### config.mk
export PLATFORM = sky130hd
export DESIGN_NAME = ber_monitor
export DESIGN_NICKNAME = d
export VERILOG_FILES = /design/src/rtl/ber_monitor.sv
export SDC_FILE = /design/constraint.sdc
export NUM_CORES = 1
export LEC_CHECK = 0
export ABC_AREA = 1
export CAP_MARGIN = 20
export CORE_ASPECT_RATIO = 1.75
export CORE_MARGIN = 8
export CORE_UTILIZATION = 40
export DETAILED_ROUTE_END_ITERATION = 10
export PLACE_DENSITY_LB_ADDON = 0.25
export SYNTH_ARGS = -nofsm -noshare
export SYNTH_HDL_FRONTEND = slang
export SYNTH_SLANG_ARGS = --single-unit
### constraint.sdc
create_clock -name clk -period 6.7 [get_ports clk]
set_clock_uncertainty 0.15 [all_clocks]
set_input_delay 1.34 -clock clk [delete_from_list [all_inputs] [get_ports clk]]
set_output_delay 1.34 -clock clk [all_outputs]
set_load 0.005 [all_outputs]
### src/rtl/ber_monitor.sv
// ber_monitor: bit-error-rate measurement over a fixed window of word pairs.
// Compares the clean transmitted word with the received word through a
// 3-stage pipeline (xor, popcount, accumulate) and reports totals on done.
//
// Ports:
//   clk, reset      rising-edge clock, async active-high reset
//   start, abort    begin a measurement / cancel back to idle
//   in_valid        tx_word/rx_word pair valid this cycle
//   tx_word,rx_word reference and received words
//   cmp_mask        (BER_MASK_EN only) 1 = bit position is compared
//   busy            high while running or draining
//   done            one-cycle pulse, results valid
//   err_bits        saturating count of differing bits
//   err_words       saturating count of words with any differing bit
//   max_word_err    largest per-word bit-error count in the window
//   sat             sticky saturation flag, cleared by start
//
// Optional feature macro: BER_MASK_EN (adds the cmp_mask input).

module ber_monitor #(
    parameter int WORD_W       = 32,
    parameter int WINDOW_WORDS = 1024,
    parameter int CNT_W        = 24
) (
    input  logic                         clk,
    input  logic                         reset,
    input  logic                         start,
    input  logic                         abort,
    input  logic                         in_valid,
    input  logic [WORD_W-1:0]            tx_word,
    input  logic [WORD_W-1:0]            rx_word,
`ifdef BER_MASK_EN
    input  logic [WORD_W-1:0]            cmp_mask,
`endif
    output logic                         busy,
    output logic                         done,
    output logic [CNT_W-1:0]             err_bits,
    output logic [CNT_W-1:0]             err_words,
    output logic [$clog2(WORD_W+1)-1:0]  max_word_err,
    output logic                         sat
);

    localparam int MW  = $clog2(WORD_W + 1);
    localparam int WCW = $clog2(WINDOW_WORDS + 1);

    typedef enum logic [1:0] {
        S_IDLE,
        S_RUN,
        S_DRAIN,
        S_DONE
    } state_t;

    state_t            r_state;
    state_t            w_next;
    logic              r_drain;
    logic [WCW-1:0]    r_wcnt;

    logic              r_v1;
    logic [WORD_W-1:0] r_diff;
    logic              r_v2;
    logic [MW-1:0]     r_pc;

    logic [CNT_W-1:0]  r_err_bits;
    logic [CNT_W-1:0]  r_err_words;
    logic [MW-1:0]     r_max;
    logic              r_sat;

    logic              w_accept;
    logic              w_last;
    logic              w_clear;
    logic [WORD_W-1:0] w_diff;
    logic [MW-1:0]     w_pc;
    logic [CNT_W:0]    w_bsum;
    logic              w_bovf;
    logic              w_wovf;

    assign w_accept = (r_state == S_RUN) && in_valid && !abort;
    assign w_last   = w_accept && (r_wcnt == WCW'(WINDOW_WORDS - 1));
    assign w_clear  = (r_state == S_IDLE) && start && !abort;

`ifdef BER_MASK_EN
    assign w_diff = (tx_word ^ rx_word) & cmp_mask;
`else
    assign w_diff = tx_word ^ rx_word;
`endif

    always_comb begin
        w_pc = '0;
        for (int i = 0; i < WORD_W; i++) begin
            w_pc = w_pc + MW'(r_diff[i]);
        end
    end

    // One extra bit on the sum exposes overflow for saturation.
    assign w_bsum = {1'b0, r_err_bits} + (CNT_W+1)'(r_pc);
    assign w_bovf = w_bsum[CNT_W];
    assign w_wovf = (r_pc != '0) && (&r_err_words);

    always_comb begin
        w_next = r_state;
        unique case (r_state)
            S_IDLE:  if (start) w_next = S_RUN;
            S_RUN:   if (w_last) w_next = S_DRAIN;
            S_DRAIN: if (r_drain) w_next = S_DONE;
            S_DONE:  w_next = S_IDLE;
            default: w_next = S_IDLE;
        endcase
        if (abort) begin
            w_next = S_IDLE;
        end
    end

    always_ff @(posedge clk or posedge reset) begin
        if (reset) begin
            r_state <= S_IDLE;
            r_drain <= 1'b0;
            r_wcnt  <= '0;
        end else begin
            r_state <= w_next;
            // r_drain marks the second drain cycle.
            r_drain <= (r_state == S_DRAIN) && !abort && !r_drain;
            if (w_clear) begin
                r_wcnt <= '0;
            end else if (w_accept) begin
                r_wcnt <= r_wcnt + 1'b1;
            end
        end
    end

    always_ff @(posedge clk or posedge reset) begin
        if (reset) begin
            r_v1   <= 1'b0;
            r_diff <= '0;
            r_v2   <= 1'b0;
            r_pc   <= '0;
        end else begin
            r_v1   <= w_accept;
            r_diff <= w_diff;
            r_v2   <= r_v1 && !abort;
            r_pc   <= w_pc;
        end
    end

    always_ff @(posedge clk or posedge reset) begin
        if (reset) begin
            r_err_bits  <= '0;
            r_err_words <= '0;
            r_max       <= '0;
            r_sat       <= 1'b0;
        end else if (w_clear) begin
            r_err_bits  <= '0;
            r_err_words <= '0;
            r_max       <= '0;
            r_sat       <= 1'b0;
        end else if (r_v2 && !abort) begin
            r_err_bits <= w_bovf ? '1 : w_bsum[CNT_W-1:0];
            if ((r_pc != '0) && !w_wovf) begin
                r_err_words <= r_err_words + 1'b1;
            end
            if (r_pc > r_max) begin
                r_max <= r_pc;
            end
            r_sat <= r_sat | w_bovf | w_wovf;
        end
    end

    assign busy         = (r_state == S_RUN) || (r_state == S_DRAIN);
    assign done         = (r_state == S_DONE);
    assign err_bits     = r_err_bits;
    assign err_words    = r_err_words;
    assign max_word_err = r_max;
    assign sat          = r_sat;

endmodule

==> report_table.html <==
<table>
<tr><th>Metric</th><th>Value</th></tr>
<tr><th colspan="2">Synthesis</th></tr>
<tr><td>Avg Cell Area, Syn</td><td>slightly below 8 um2</td></tr>
<tr><td>Sequential cell area fraction in the yosys report</td><td>0.393</td></tr>
<tr><td>Post-synth cell types</td><td>33</td></tr>
<tr><td>Flip-flop and latch count after synthesis</td><td>109</td></tr>
<tr><td>Portion of netlist area occupied by mux cells</td><td>0</td></tr>
<tr><td>Number of nets in the synthesized netlist</td><td>1,016</td></tr>
<tr><td>Basic-gate share of the synthesized area counting and, or, nand and nor cells</td><td>0.304</td></tr>
<tr><td>Combinational family with the most area after synthesis</td><td>simple AND/OR/NAND/NOR gates</td></tr>
<tr><td>Share of the synthesized netlist area taken by xor and xnor gates</td><td>0.0718</td></tr>
<tr><td>Syn Std Cell Area</td><td>6950 um2</td></tr>
<tr><td>Synthesized-area fraction occupied by ao, oa, aoi and oai cells</td><td>0.0329</td></tr>
<tr><td>Synthesized netlist cell count</td><td>about 900</td></tr>
<tr><td>Yosys warning count</td><td>0</td></tr>
<tr><td>Post-synthesis adder-cell area fraction</td><td>0.119</td></tr>
<tr><th colspan="2">Critical path</th></tr>
<tr><td>Critical path data required time</td><td>slightly below 7 ns</td></tr>
<tr><td>Crit path cell chain</td><td>inv_1, fa_1, fa_1, inv_1, fa_1, fa_1, fa_1, inv_1, fa_1, inv_1, ha_1, a21oi_1, inv_1, a31oi_1, nor2_1, nor2_1, nor2_1</td></tr>
<tr><td>Crit Path Class</td><td>register to register</td></tr>
<tr><td>Sum of buffers and inverters on the critical path</td><td>5</td></tr>
<tr><td>Family with the most delay on the worst path</td><td>adder cells</td></tr>
<tr><td>Standard cell with the maximum stage delay on the critical path</td><td>sky130_fd_sc_hd__fa_1</td></tr>
<tr><td>CP arrival</td><td>roughly 4.7 ns</td></tr>
<tr><td>Most used cell, CP</td><td>sky130_fd_sc_hd__fa_1</td></tr>
<tr><td>Startpoint type of the worst setup path</td><td>register</td></tr>
<tr><td>FF-to-FF setup slack</td><td>2.06 ns</td></tr>
<tr><td>Highest cell delay on the worst timing path</td><td>0.52 ns</td></tr>
<tr><td>Endpoint type of the worst setup path</td><td>register</td></tr>
<tr><td>Crit path max fanout</td><td>4</td></tr>
<tr><th colspan="2">Clock tree</th></tr>
<tr><td># H-tree levels</td><td>3</td></tr>
<tr><td>Clock tree from TritonCTS</td><td>yes</td></tr>
<tr><td>Worst-skew pair later-pin latency</td><td>~0.35 ns</td></tr>
<tr><td>Maximum buffer depth of the clock tree</td><td>2</td></tr>
<tr><td>Post-CTS Setup Repair Bufs</td><td>0</td></tr>
<tr><td>Number of clock sinks</td><td>109</td></tr>
<tr><td>Root Buffer</td><td>sky130_fd_sc_hd__clkbuf_16</td></tr>
<tr><td>Total CTS buffers</td><td>9</td></tr>
<tr><td>Hold-fix buffers, CTS</td><td>0</td></tr>
<tr><td>CTS resizes</td><td>0</td></tr>
<tr><td>Clock transition at the register clock pins on the worst setup and hold paths after CTS</td><td>0.09 ns</td></tr>
<tr><th colspan="2">Floorplan</th></tr>
<tr><td>Core Box Area</td><td>17,200 um2</td></tr>
<tr><td>Floorplan die area</td><td>22,000 um2</td></tr>
<tr><td>Effective utilization at floorplan</td><td>0.404</td></tr>
<tr><td>Die H</td><td>~190 um</td></tr>
<tr><td>Ports placed on the boundary</td><td>about 130</td></tr>
<tr><td>Width of the chip</td><td>116 um</td></tr>
<tr><td>Row Count</td><td>64</td></tr>
<tr><th colspan="2">Routing</th></tr>
<tr><td>Count of nets left with antenna violations after detail routing</td><td>0</td></tr>
<tr><td>Total detailed-routing wirelength</td><td>approximately 17 mm</td></tr>
<tr><td>Number of detailed-route iterations in the first pass</td><td>5</td></tr>
<tr><td>Detail-routed net length per standard cell</td><td>13.9 um</td></tr>
<tr><td>Routed vias</td><td>6,000</td></tr>
<tr><td>Via density per instance</td><td>4.78</td></tr>
<tr><td>Residual DRC count</td><td>0</td></tr>
<tr><td>Initial detailed-routing violation count</td><td>242</td></tr>
<tr><th colspan="2">Timing</th></tr>
<tr><td>Final setup TNS</td><td>0 ns</td></tr>
<tr><td>Number of max-slew violations in the final report</td><td>0</td></tr>
<tr><td>Timing-limited maximum frequency</td><td>215 MHz</td></tr>
<tr><td>Share of the clock period used by the worst path after layout</td><td>0.693</td></tr>
<tr><td>Minimum clock period after layout</td><td>between 4 and 5 ns</td></tr>
<tr><td>Worst Tran Pin Value</td><td>0.827 ns</td></tr>
<tr><td>Tightest slew margin relative to the limit</td><td>0.448</td></tr>
<tr><td>RSZ-0062 raised after global routing</td><td>no</td></tr>
<tr><td>Final hold slack</td><td>0.276 ns</td></tr>
<tr><td>Number of setup violations in the final report</td><td>0</td></tr>
<tr><td>Final count of hold timing violations</td><td>0</td></tr>
<tr><th colspan="2">Global route</th></tr>
<tr><td>Antenna violations before repair</td><td>0</td></tr>
<tr><td>Overall routing resource usage</td><td>0.169</td></tr>
<tr><td>First-pass GRT wire length</td><td>29.7 mm</td></tr>
<tr><td>Number of global-route vias before repair</td><td>6,417</td></tr>
<tr><td>GRT overflow</td><td>0</td></tr>
<tr><td>Pin count of the biggest net entering global routing</td><td>57</td></tr>
<tr><th colspan="2">Cells and area</th></tr>
<tr><td>Final net count</td><td>1,139</td></tr>
<tr><td>Fraction of layout cells with a size suffix above 1</td><td>0.0352</td></tr>
<tr><td>Syn-to-layout area delta</td><td>25.7%</td></tr>
<tr><td>Total inserted antenna cells</td><td>0</td></tr>
<tr><th colspan="2">Min path</th></tr>
<tr><td>Type of the tightest min-delay check</td><td>register to register</td></tr>
<tr><th colspan="2">Power</th></tr>
<tr><td>P per Cell Area</td><td>319 nW/um2</td></tr>
<tr><td>Total chip power</td><td>2.78 mW</td></tr>
<tr><td>Peak supply drop</td><td>477 uV</td></tr>
<tr><td>Leak</td><td>4.26 nW</td></tr>
<tr><th colspan="2">Status</th></tr>
<tr><td>Run status</td><td>finished clean</td></tr>
<tr><th colspan="2">Placement</th></tr>
<tr><td>Final HPWL from detailed placement</td><td>13.9 mm</td></tr>
<tr><td>Port bufs</td><td>125</td></tr>
<tr><td>Final weighted congestion in routability-driven placement</td><td>0.905</td></tr>
<tr><th colspan="2">Run</th></tr>
<tr><td>Max-cap violations</td><td>0</td></tr>
</table>
worst register-to-register path, cell delays in order (launching register included):
cell and delay, ns:
sky130_fd_sc_hd__dfrtp_1 0.33, sky130_fd_sc_hd__inv_1 0.05, sky130_fd_sc_hd__fa_1 0.50, sky130_fd_sc_hd__fa_1 0.40, sky130_fd_sc_hd__inv_1 0.08, sky130_fd_sc_hd__fa_1 0.44
sky130_fd_sc_hd__fa_1 0.47, sky130_fd_sc_hd__fa_1 0.51, sky130_fd_sc_hd__inv_1 0.05, sky130_fd_sc_hd__fa_1 0.52, sky130_fd_sc_hd__inv_1 0.04, sky130_fd_sc_hd__ha_1 0.33
sky130_fd_sc_hd__a21oi_1 0.18, sky130_fd_sc_hd__inv_1 0.06, sky130_fd_sc_hd__a31oi_1 0.22, sky130_fd_sc_hd__nor2_1 0.07, sky130_fd_sc_hd__nor2_1 0.09, sky130_fd_sc_hd__nor2_1 0.05
synth_stat cells:
master | n | share of area
sky130_fd_sc_hd__o21ai_1 | 1 | 0.00072
sky130_fd_sc_hd__nand2_4 | 2 | 0.0032
sky130_fd_sc_hd__ha_1 | 26 | 0.047
sky130_fd_sc_hd__a21o_1 | 2 | 0.0022
sky130_fd_sc_hd__buf_6 | 2 | 0.0032
sky130_fd_sc_hd__a21oi_1 | 14 | 0.010
sky130_fd_sc_hd__clkbuf_1 | 8 | 0.0043
sky130_fd_sc_hd__nor3b_1 | 1 | 0.0011
sky130_fd_sc_hd__o21ai_0 | 22 | 0.016
sky130_fd_sc_hd__inv_2 | 4 | 0.0022
sky130_fd_sc_hd__nand2_2 | 1 | 0.00090
sky130_fd_sc_hd__buf_2 | 1 | 0.00072
sky130_fd_sc_hd__and2_1 | 2 | 0.0018
sky130_fd_sc_hd__o21a_1 | 1 | 0.0011
sky130_fd_sc_hd__nand4_2 | 1 | 0.0018
sky130_fd_sc_hd__buf_4 | 4 | 0.0043
sky130_fd_sc_hd__xor2_1 | 46 | 0.058
sky130_fd_sc_hd__nor2_1 | 94 | 0.051
sky130_fd_sc_hd__a31oi_1 | 1 | 0.00090
sky130_fd_sc_hd__nand3_4 | 1 | 0.0025
sky130_fd_sc_hd__nor2_4 | 2 | 0.0032
sky130_fd_sc_hd__nand4_1 | 12 | 0.011
sky130_fd_sc_hd__o211ai_1 | 2 | 0.0022
sky130_fd_sc_hd__nor3_1 | 11 | 0.0079
sky130_fd_sc_hd__dfrtp_1 | 109 | 0.39
sky130_fd_sc_hd__buf_1 | 1 | 0.00054
sky130_fd_sc_hd__nand2_1 | 263 | 0.14
sky130_fd_sc_hd__fa_1 | 25 | 0.072
sky130_fd_sc_hd__nor2_2 | 4 | 0.0036
sky130_fd_sc_hd__nand3_1 | 102 | 0.073
sky130_fd_sc_hd__nand3b_1 | 1 | 0.0011
sky130_fd_sc_hd__inv_1 | 119 | 0.064
sky130_fd_sc_hd__xnor2_1 | 11 | 0.014
flip-flops by register name, summed over array words and instances (netlist names):
register      count
sat               1
r_state           2
err_words        24
r_drain           1
r_v1              1
r_pc              6
r_diff           32
r_v2              1
r_wcnt           11
max_word_err      6
err_bits         24
power by group:
group | internal (mW) | switching, mW
Clock | 0.269 | 0.275
Combinational | 0.640 | 0.769
Sequential | 0.758 | 0.0739
Total | 1.67 | 1.12
layer usage:
metal / vias up / part of all wire / GRT usage
met5: - / 0 / 0
met4: 0 / 0.037 / 0.0868
met3: 39 / 0.058 / 0.0377
met2: 172 / 0.54 / 0.316
met1: 2754 / 0.36 / 0.170
li1: 3035 / - / -
cell type report:
| class | count | area, um2 |
|---|---|---|
| inverter | 123 | 464 |
| clock inverter | 7 | 83.8 |
| clock buffer | 9 | 225 |
| multi-input combinational | 648 | 3670 |
| fill | 1659 | 8480 |
| tap | 231 | 289 |
| sequential | 109 | 2730 |
| timing repair buffer | 128 | 1270 |
logic make-up after synthesis:
kind of cell,count (synthesis)
simple gates,497
buf+inv,139
flops,109
xor+xnor,57
fa+ha+maj,51
compound gates,43
path summary, 6_finish.rpt:
kind / startpoint / end / cells past startpoint
min in group asynchronous: reset / err_words[14] / 2
max in group asynchronous: reset / r_state[0] / 3
worst min register to register: r_drain / r_drain / 1
worst min-delay path: r_drain / r_drain / 1
worst max register to register: r_diff[0] / r_pc[5] / 17
worst max-delay path: r_diff[0] / r_pc[5] / 17
layout by cell type (no fill, tap or decap), types with 9 or more instances in the layout:
cell type                         count
sky130_fd_sc_hd__a21oi_1             14
sky130_fd_sc_hd__clkbuf_16            9
sky130_fd_sc_hd__clkdlybuf4s50_1    125
sky130_fd_sc_hd__dfrtp_1            109
sky130_fd_sc_hd__fa_1                25
sky130_fd_sc_hd__ha_1                26
sky130_fd_sc_hd__inv_1              118
sky130_fd_sc_hd__nand2_1            262
sky130_fd_sc_hd__nand3_1            102
sky130_fd_sc_hd__nand4_1             12
sky130_fd_sc_hd__nor2_1              94
sky130_fd_sc_hd__nor3_1              11
sky130_fd_sc_hd__o21ai_0             22
sky130_fd_sc_hd__xnor2_1             11
sky130_fd_sc_hd__xor2_1              46
through the flow:
step            util  setup WS (ns)  instance area, um2  std cells
6_report       0.507           2.06                8730       1255
4_1_cts        0.507           2.03                8730       1255
3_3_place_gp   0.489           2.10                8430       1239
3_5_place_dp   0.489           2.06                8430       1239
5_1_grt        0.507           1.78                8730       1255
2_1_floorplan      -           2.22                6950        896
Note: power is estimated with default switching activity, not from simulation.
